$ cat config.mk
export PLATFORM = sky130hd
export DESIGN_NAME = pov_spi_tx
export DESIGN_NICKNAME = d
export VERILOG_FILES = /design/src/rtl/pov_spi_tx_pkg.sv /design/src/rtl/pov_spi_tx_sclk_divider.sv /design/src/rtl/pov_spi_tx.sv
export SDC_FILE = /design/constraint.sdc
export NUM_CORES = 1
export LEC_CHECK = 0
export CAP_MARGIN = 20
export CORE_MARGIN = 1
export CORE_UTILIZATION = 59
export CTS_CLUSTER_DIAMETER = 100
export DETAILED_ROUTE_END_ITERATION = 10
export DONT_BUFFER_PORTS = 1
export HOLD_SLACK_MARGIN = 0.05
export PLACE_DENSITY = 0.75
export SLEW_MARGIN = 25
export SYNTH_ARGS = -nofsm -noshare
export SYNTH_HDL_FRONTEND = slang
export SYNTH_SLANG_ARGS = --single-unit
$ cat constraint.sdc
create_clock -name clk -period 3.41 [get_ports clk]
set_input_delay 0.341 -clock clk [delete_from_list [all_inputs] [get_ports clk]]
set_output_delay 0.341 -clock clk [all_outputs]
set_load 0.05 [all_outputs]
$ cat src/rtl/pov_spi_tx_pkg.sv
// Shared constants and FSM encoding for the POV SPI frame transmitter.
// VEC_W_DEF matches the rbzero fixed-point width `F.
package pov_spi_tx_pkg;
    localparam int VEC_W_DEF = 24;
    localparam int NVEC      = 6;

    // Word slots in the frame; the highest index is shifted out first.
    localparam int IDX_PLAYER_X = 5;
    localparam int IDX_PLAYER_Y = 4;
    localparam int IDX_FACING_X = 3;
    localparam int IDX_FACING_Y = 2;
    localparam int IDX_VPLANE_X = 1;
    localparam int IDX_VPLANE_Y = 0;

    typedef enum logic [2:0] {
        ST_IDLE,
        ST_LEAD,
        ST_SHIFT,
        ST_TRAIL,
        ST_GAP
    } tx_state_e;
endpackage

$ cat src/rtl/pov_spi_tx_sclk_divider.sv
// Divider for the SPI clock: produces a one-cycle tick every D clk cycles.
// The restart input holds the count at zero so the phase lines up with the caller's state changes.
module pov_spi_tx_sclk_divider #(
    parameter int D = 2
) (
    input  logic clk,
    input  logic reset_n,
    input  logic restart,
    output logic tick
);
    localparam int CW = $clog2(D + 1);

    logic [CW-1:0] cnt;

    always_ff @(posedge clk or negedge reset_n) begin
        if (!reset_n)
            cnt <= '0;
        else if (restart || cnt == CW'(D - 1))
            cnt <= '0;
        else
            cnt <= cnt + 1'b1;
    end

    assign tick = !restart && (cnt == CW'(D - 1));
endmodule

$ cat src/rtl/pov_spi_tx.sv
// SPI mode-0 master that snapshots six view vectors and shifts them MSB-first to the rbzero POV slave.
// Define POV_TX_AUTORUN_EN to add i_vblank and start frames automatically when the vectors changed.
module pov_spi_tx
    import pov_spi_tx_pkg::*;
#(
    parameter int VEC_W   = VEC_W_DEF,
    parameter int CLK_DIV = 2
) (
    input  logic             clk,
    input  logic             reset_n,
    input  logic             i_start,
    input  logic             i_abort,
`ifdef POV_TX_AUTORUN_EN
    input  logic             i_vblank,
`endif
    input  logic [VEC_W-1:0] i_playerX,
    input  logic [VEC_W-1:0] i_playerY,
    input  logic [VEC_W-1:0] i_facingX,
    input  logic [VEC_W-1:0] i_facingY,
    input  logic [VEC_W-1:0] i_vplaneX,
    input  logic [VEC_W-1:0] i_vplaneY,
    output logic             o_sclk,
    output logic             o_mosi,
    output logic             o_ss_n,
    output logic             o_busy,
    output logic             o_done
);
    localparam int N  = NVEC * VEC_W;
    localparam int BW = $clog2(N + 1);

    tx_state_e state, state_n;
    logic [NVEC-1:0][VEC_W-1:0] words;
    logic [N-1:0]  frame;
    logic [N-1:0]  sreg;
    logic [BW-1:0] bit_cnt;
    logic          aborted;
    logic          start_req, accept, abort_now, restart, tick, shift_en;
    logic          sclk_n, ss_n_n, busy_n, done_n;

    assign words[IDX_PLAYER_X] = i_playerX;
    assign words[IDX_PLAYER_Y] = i_playerY;
    assign words[IDX_FACING_X] = i_facingX;
    assign words[IDX_FACING_Y] = i_facingY;
    assign words[IDX_VPLANE_X] = i_vplaneX;
    assign words[IDX_VPLANE_Y] = i_vplaneY;
    assign frame = words;

`ifdef POV_TX_AUTORUN_EN
    logic         vblank_q, dirty;
    logic [N-1:0] last_sent;

    always_ff @(posedge clk or negedge reset_n) begin
        if (!reset_n) begin
            vblank_q  <= 1'b0;
            dirty     <= 1'b1;
            last_sent <= '0;
        end else begin
            vblank_q <= i_vblank;
            if (accept) begin
                dirty     <= 1'b0;
                last_sent <= frame;
            end else if (frame != last_sent) begin
                dirty <= 1'b1;
            end
        end
    end

    assign start_req = i_start || (i_vblank && !vblank_q && dirty);
`else
    assign start_req = i_start;
`endif

    assign accept    = (state == ST_IDLE) && start_req;
    assign abort_now = i_abort && (state inside {ST_LEAD, ST_SHIFT, ST_TRAIL});
    assign restart   = (state == ST_IDLE) || abort_now;

    pov_spi_tx_sclk_divider #(.D(CLK_DIV)) u_div (
        .clk     (clk),
        .reset_n (reset_n),
        .restart (restart),
        .tick    (tick)
    );

    always_comb begin
        state_n  = state;
        sclk_n   = o_sclk;
        ss_n_n   = o_ss_n;
        busy_n   = o_busy;
        done_n   = 1'b0;
        shift_en = 1'b0;
        if (abort_now) begin
            state_n = ST_GAP;
            sclk_n  = 1'b0;
            ss_n_n  = 1'b1;
        end else begin
            case (state)
                ST_IDLE: if (accept) begin
                    state_n = ST_LEAD;
                    ss_n_n  = 1'b0;
                    busy_n  = 1'b1;
                end
                ST_LEAD: if (tick) begin
                    state_n = ST_SHIFT;
                    sclk_n  = 1'b1;
                end
                ST_SHIFT: if (tick) begin
                    // falling edge moves mosi on; the final shift leaves zeros behind
                    sclk_n   = !o_sclk;
                    shift_en = o_sclk;
                    if (o_sclk && bit_cnt == BW'(1))
                        state_n = ST_TRAIL;
                end
                ST_TRAIL: if (tick) begin
                    state_n = ST_GAP;
                    ss_n_n  = 1'b1;
                end
                ST_GAP: if (tick) begin
                    state_n = ST_IDLE;
                    busy_n  = 1'b0;
                    done_n  = !aborted;
                end
                default: state_n = ST_IDLE;
            endcase
        end
    end

    always_ff @(posedge clk or negedge reset_n) begin
        if (!reset_n) begin
            state  <= ST_IDLE;
            o_sclk <= 1'b0;
            o_ss_n <= 1'b1;
            o_busy <= 1'b0;
            o_done <= 1'b0;
        end else begin
            state  <= state_n;
            o_sclk <= sclk_n;
            o_ss_n <= ss_n_n;
            o_busy <= busy_n;
            o_done <= done_n;
        end
    end

    // o_mosi is taken straight from the top of the shift register
    always_ff @(posedge clk or negedge reset_n) begin
        if (!reset_n) begin
            sreg    <= '0;
            bit_cnt <= '0;
            aborted <= 1'b0;
        end else if (accept) begin
            sreg    <= frame;
            bit_cnt <= BW'(N);
            aborted <= 1'b0;
        end else if (abort_now) begin
            sreg    <= '0;
            aborted <= 1'b1;
        end else if (shift_en) begin
            sreg    <= {sreg[N-2:0], 1'b0};
            bit_cnt <= bit_cnt - 1'b1;
        end
    end

    assign o_mosi = sreg[N-1];
endmodule
Yosys cells after proc, flatten, opt, wreduce, memory -nomap -nowiden
Index checks and enable logic that the tools add are counted.
W data, S select, Z words.
- latch bits: 0
- logic and storage cells: 82
- memory bits (read-only): 0
- register bits: 162
- memory bits (writable): 0
- memories: 0
- output and inout bits: 5
- div/mod/pow operators: 0
- shift-type cells: 0
- reduce and logical (&&, ||, !) cells: 22
- multiplexer cells: 33
- add/subtract/negate cells: 2
- bitwise operators: 1
- $mul: 0
- magnitude comparators: 0
- equal/unequal tests: 15
- operators with widths (cell ; count):
    $mux W144 ; 3
    $mux W8 ; 3
    $mux W3 ; 7
    $mux W1 ; 15
    $ne A3 B3 Y1 const B ; 5
    $pmux W3 S5 ; 1
    $reduce_bool A3 Y1 ; 4
    $eq A8 B1 Y1 const B ; 1
    $sub A8 B1 Y8 const B ; 1
    $eq A3 B2 Y1 const B ; 2
    $ne A2 B2 Y1 const B ; 3
    $pmux W1 S2 ; 3
    $reduce_and A3 Y1 ; 2
    $reduce_and A6 Y1 ; 1
    $reduce_bool A2 Y1 ; 3
    $logic_and A1 B1 Y1 ; 4
    $reduce_and A4 Y1 ; 1
    $eq A3 B1 Y1 const B ; 1
    $eq A3 B3 Y1 const B ; 1
    $logic_not A1 Y1 ; 3
    $logic_not A3 Y1 ; 1
    $ne A3 B2 Y1 const B ; 1
    $add A2 B1 Y2 const B ; 1
    $eq A2 B1 Y1 const B ; 1
    4 further kinds ; 5

Logic depth before layout (Yosys ltp)
- word-level depth: 12
- gate-level depth with buffers: 10
- gate-level depth less buffers: 6

Hierarchy
From an unflattened synthesis, not the netlist that was laid out.
- cell total of the unflattened synthesis: 587
- area, all modules: 7204.4 sq um
- by module, submodules not included (module ; times used ; cells an instance ; area an instance (sq um)):
    pov_spi_tx ; 1 ; 580 ; 7119.3
    pov_spi_tx_sclk_divider ; 1 ; 7 ; 85.1

Worst setup path after synthesis
No wires, ideal clock.
- path type: register to register
- start point: reg state[2]
- end point: reg sreg[29]
- library setup time: 0.126 ns
- stages on the path, launching flop included: 10
- slack: 1.278 ns
- path buffers: 5
- arrival: 2.007 ns
- cells stage by stage: dfrtp_1 buf_2 or4b_1 buf_2 or2_1 buf_6 buf_6 clkbuf_1 o21ai_0 a2bb2oi_2
- longest elaborated chain between the ends: 10
- elaborated cells between the ends (all ways): 16
- those cells by class: 3 x eq/ne; 5 x mux; 8 x reduce/logical
- ends and longest elaborated chain (what ; RTL line ; source):
    start, declared ; pov_spi_tx.sv:31 ; tx_state_e state, state_n;
    start signal, assigned ; pov_spi_tx.sv:135 ; state <= state_n;
    $eq A3 B1 Y1 (tied with other cells) ; pov_spi_tx.sv:74 ; assign abort_now = i_abort && (state inside {ST_LEAD, ST_SHIFT, ST_TRAIL});
    $reduce_bool A3 Y1 ; pov_spi_tx.sv:74 ;
    $logic_and A1 B1 Y1 ; pov_spi_tx.sv:74 ;
    $logic_or A1 B1 Y1 ; pov_spi_tx.sv:75 ; assign restart = (state == ST_IDLE) || abort_now;
    $logic_not A1 Y1 ; pov_spi_tx_sclk_divider.sv:24 ; assign tick = !restart && (cnt == CW'(D - 1));
    $logic_and A1 B1 Y1 ; pov_spi_tx_sclk_divider.sv:24 ;
    $mux W1 ; pov_spi_tx.sv:106 ; ST_SHIFT: if (tick) begin
    $mux W1 ; pov_spi_tx.sv:96 ; case (state)
    $mux W1 ; pov_spi_tx.sv:91 ; if (abort_now) begin
    $reduce_bool A3 Y1 (no source line) ; - ;
    end signal, assigned ; pov_spi_tx.sv:150 ; sreg <= frame;
    end signal, assigned ; pov_spi_tx.sv:157 ; sreg <= {sreg[N-2:0], 1'b0};
    end, declared ; pov_spi_tx.sv:34 ; logic [N-1:0] sreg;
Several ways; a longest one is shown, not always the timed one.
A chain may end at the register's enable or synchronous reset.

Worst setup path after layout
- start point: reg state[2]
- end point: reg sreg[81]
The elaborated chain is that of the path after synthesis.

==> results.md <==
- Status: complete, but fails checks
- Failing checks: negative hold slack
- Gpl congestion: 0.791
- Clock Skews: 0.00965 ns
- Total power: 9.03 mW
- Crit Path Class: register to register
- Yosys top cell area share: a little over half
- Commonest cells after routing, fill and taps aside: dfrtp_1 (161), nand2_1 (148), o21ai_0 (135), a2bb2oi_1 (99), dlygate4sd3_1 (72)
- Hold Buf Count CTS: 72
- Comb pwr share: 39.2%
- Relative slew slack: between 50 and 60%
- Grt ovf: 0
- Initial antenna violation count: 0
- Worst hold slack: -0.388 ns
- Worst skew pair latency: about 0.43 ns
- Worst slew pin tran: 0.748 ns
- Seq pwr share: 39.9%
- Syn Area/Cell: just over 10 sq um
- Maximum vdd drop: between 0.4 and 0.5 mV
- Sequential-to-total area share from yosys stat: 52.5%
- Largest net degree at the start of global routing: 163
- Clk pwr share: 20.9%
- Setup Buffers After CTS: 0
- Remaining routing DRC violations: 0
- Crit path DAT: just under 3 ns
- Vias in the first global route: 5,890
- Psw: 3.13 mW
- Commonest non-fill, non-tap cell in the layout: dfrtp_1
- Peak fanout along the critical path: 86
- DR vias: 5,908
- Routed WL per cell: 18.5 microns
- Die height: 116 microns
- R2r setup slk: 0.75 ns
- Synth Warn #: 0
- RSZ-0062 raised after global routing: false
- Crit path cell chain: or4b_1 -> or2_4 -> buf_4 -> o21ai_0 -> a2bb2oi_1
- PortBufs: 0
- CP Data Required Time: 3.69 ns
- CTS Root Cell: clkbuf_16
- Mapped Cells: 743
- CTS sink count: 162
- Mapped Nets: 894
- Share of layout cells above drive strength 1: around 11%
- CTS resizes: 0
- PwrDens: 1000 mW/mm^2
- Pre-CTS WS: between 0.8 and 0.9 ns
- Routed wire length: between 15 and 20 mm
- Util after Layout: 71.1%
- Synth async-reset ratio: 100%
- # IOs: between 150 and 200
- Final Critical Period: approximately 2.7 ns
- EDFF count, synth: 0
- Initial core utilization: 61.0%
- Unique masters post-synth: 44
- Synth Flop Type: dfrtp_1
- TNS Setup: 0 ns
- DRT iter0 DRCs: 501
- Diodes inserted: 0
- Worst r2r dst: sreg[81]$_DFFE_PN0P_
- Slowest cell on the critical path: or4b_1
- Final period utilization: 78.1%
- #FFs+latches synth: 162
- First-pass GRT wire length: 28.7 mm
- DP HPWL: 9.88 mm
- Worst hold-check path type: input port to async pin
- Synthesized area: 0.00772 sq mm
- Fillers: 902
- Cell taking the most area after synthesis: dfrtp_1
- CP Capture Type: register
- Area Growth Syn to Fin: 16.6%
- First drt pass iteration count: 5
- FF-to-FF path depth: 5
- Final setup margin: 0.748 ns
- Worst-case clock buffer depth: 2
- Max Slew Vio Count: 0
- # setup viols final: 0
- Core area: 0.0127 sq mm
- Die ar.: ~0.014 sq mm
- # Max-Cap Violations: 0
- Cell Int Power: between 5 and 6 mW
- CTS tree: done
- Final #Nets: 923
- Area contributors post-synth: dfrtp_1 (52%), a2bb2oi_1 (11%), o21ai_0 (8.7%), a2bb2oi_2 (8.6%), nand2_1 (7.2%)
- FMAX: approximately 0.38 GHz
- Final hold vios: 162
- Total track usage: between 20% and 30%
- Die W: about 120 microns
- Antenna viol nets, final: 0
- LEAKAGE: about 3.7 nW
- CTS HTree Levels: 4
- Sw Ratio: 34.7%
- Max incr delay on CP: ~0.70 ns
- TritonCTS Buffers: 17
- Startpoint types: register
- Reg2Reg Launch Point: state[2]$_DFFE_PN0P_
- CTS clk-pin slew, worst paths: 0.06 ns
- Avg Vias per Cell: 6.17
- Placement row count: 41
==> through the flow <==
step | instance area (sq um) | cells
2_1_floorplan | 7720 | 743
3_3_place_gp | 7700 | 853
3_5_place_dp | 7700 | 853
4_1_cts | 9000 | 957
5_1_grt | 9000 | 957
6_report | 9000 | 957
==> cell families (layout without fill, tap and decap cells) <==
logic type	after synthesis	in the layout	share of synthesized area (%)
muxes	2	2	0.292
xor gates and xnor gates	6	6	0.680
adders and majority gates	3	3	0.486
DFF	162	162	52.5
and+or+nand+nor	187	187	10.0
AOI/OAI and AO/OA	307	307	30.9
buffers and inverters	76	118	5.10
==> area by class of cell <==
class / count / area [sq um] / area share, %
clock buffers: 22 / 444 / 4.93
well taps: 172 / 215 / 2.39
inverters: 6 / 22.5 / 0.250
flip-flops and latches: 162 / 4060 / 45.0
repair buffers: 80 / 831 / 9.23
multi-input cells: 505 / 3300 / 36.7
clock inverters: 10 / 135 / 1.50
==> Yosys cell counts (2+ instances only) <==
master	count
o21ai_1	14
buf_8	3
nor3_1	5
xnor2_1	5
nor4_1	5
o21a_1	2
inv_1	6
buf_6	8
buf_2	11
a21o_1	2
ha_1	3
o21ai_0	135
clkbuf_1	47
nand3_1	2
mux2_2	2
a21oi_1	2
nand2_1	148
or4_1	2
a2bb2oi_1	99
nor2_1	14
a211oi_1	2
dfrtp_1	161
a2bb2oi_2	44
==> power by group through the flow <==
stage	Combinational, mW	Sequential (mW)	Clock, mW
2_1_floorplan	3.06	3.38	0
3_3_place_gp	3.28	3.53	0
3_5_place_dp	3.47	3.57	0
4_1_cts	3.54	3.57	1.91
5_1_grt	3.90	3.70	1.99
6_report	3.54	3.60	1.89
==> state kept, by name, indices dropped and copies added (netlist names) <==
register,flops
o_sclk,1
sreg,144
bit_cnt,8
o_done,1
o_busy,1
state,3
o_ss_n,1
u_div.cnt,2
aborted,1
==> worst max-delay path, delay by kind of cell (launching register included) <==
family                 cells  cell delay [ns]
AND/OR/NAND/NOR            2             1.04
AO/OA/AOI/OAI              2             0.57
flip-flops                 1             0.53
buffers and inverters      1             0.34
==> per-layer routing <==
layer / GRT usage, % / share of wire [%] / vias to the layer above
met5: 0 / 0 / -
met4: 10.4 / 1.8 / 0
met3: 7.78 / 5.5 / 29
met2: 44.4 / 50 / 185
met1: 35.4 / 42 / 2949
li1: - / - / 2745
==> how the worst max path moves through the flow <==
| stage | to | start | slack (ns) |
|---|---|---|---|
| after floorplan | sreg[29]$_DFFE_PN0P_ | state[2]$_DFFE_PN0P_ | 1.28 |
| after global placement | sreg[81]$_DFFE_PN0P_ | state[2]$_DFFE_PN0P_ | 0.81 |
| after detailed placement | sreg[81]$_DFFE_PN0P_ | state[2]$_DFFE_PN0P_ | 0.83 |
| after CTS | sreg[81]$_DFFE_PN0P_ | state[2]$_DFFE_PN0P_ | 0.81 |
| after global routing | sreg[81]$_DFFE_PN0P_ | state[2]$_DFFE_PN0P_ | 0.62 |
| final | sreg[81]$_DFFE_PN0P_ | state[2]$_DFFE_PN0P_ | 0.75 |
No activity file was read; power rests on OpenSTA's default activity.
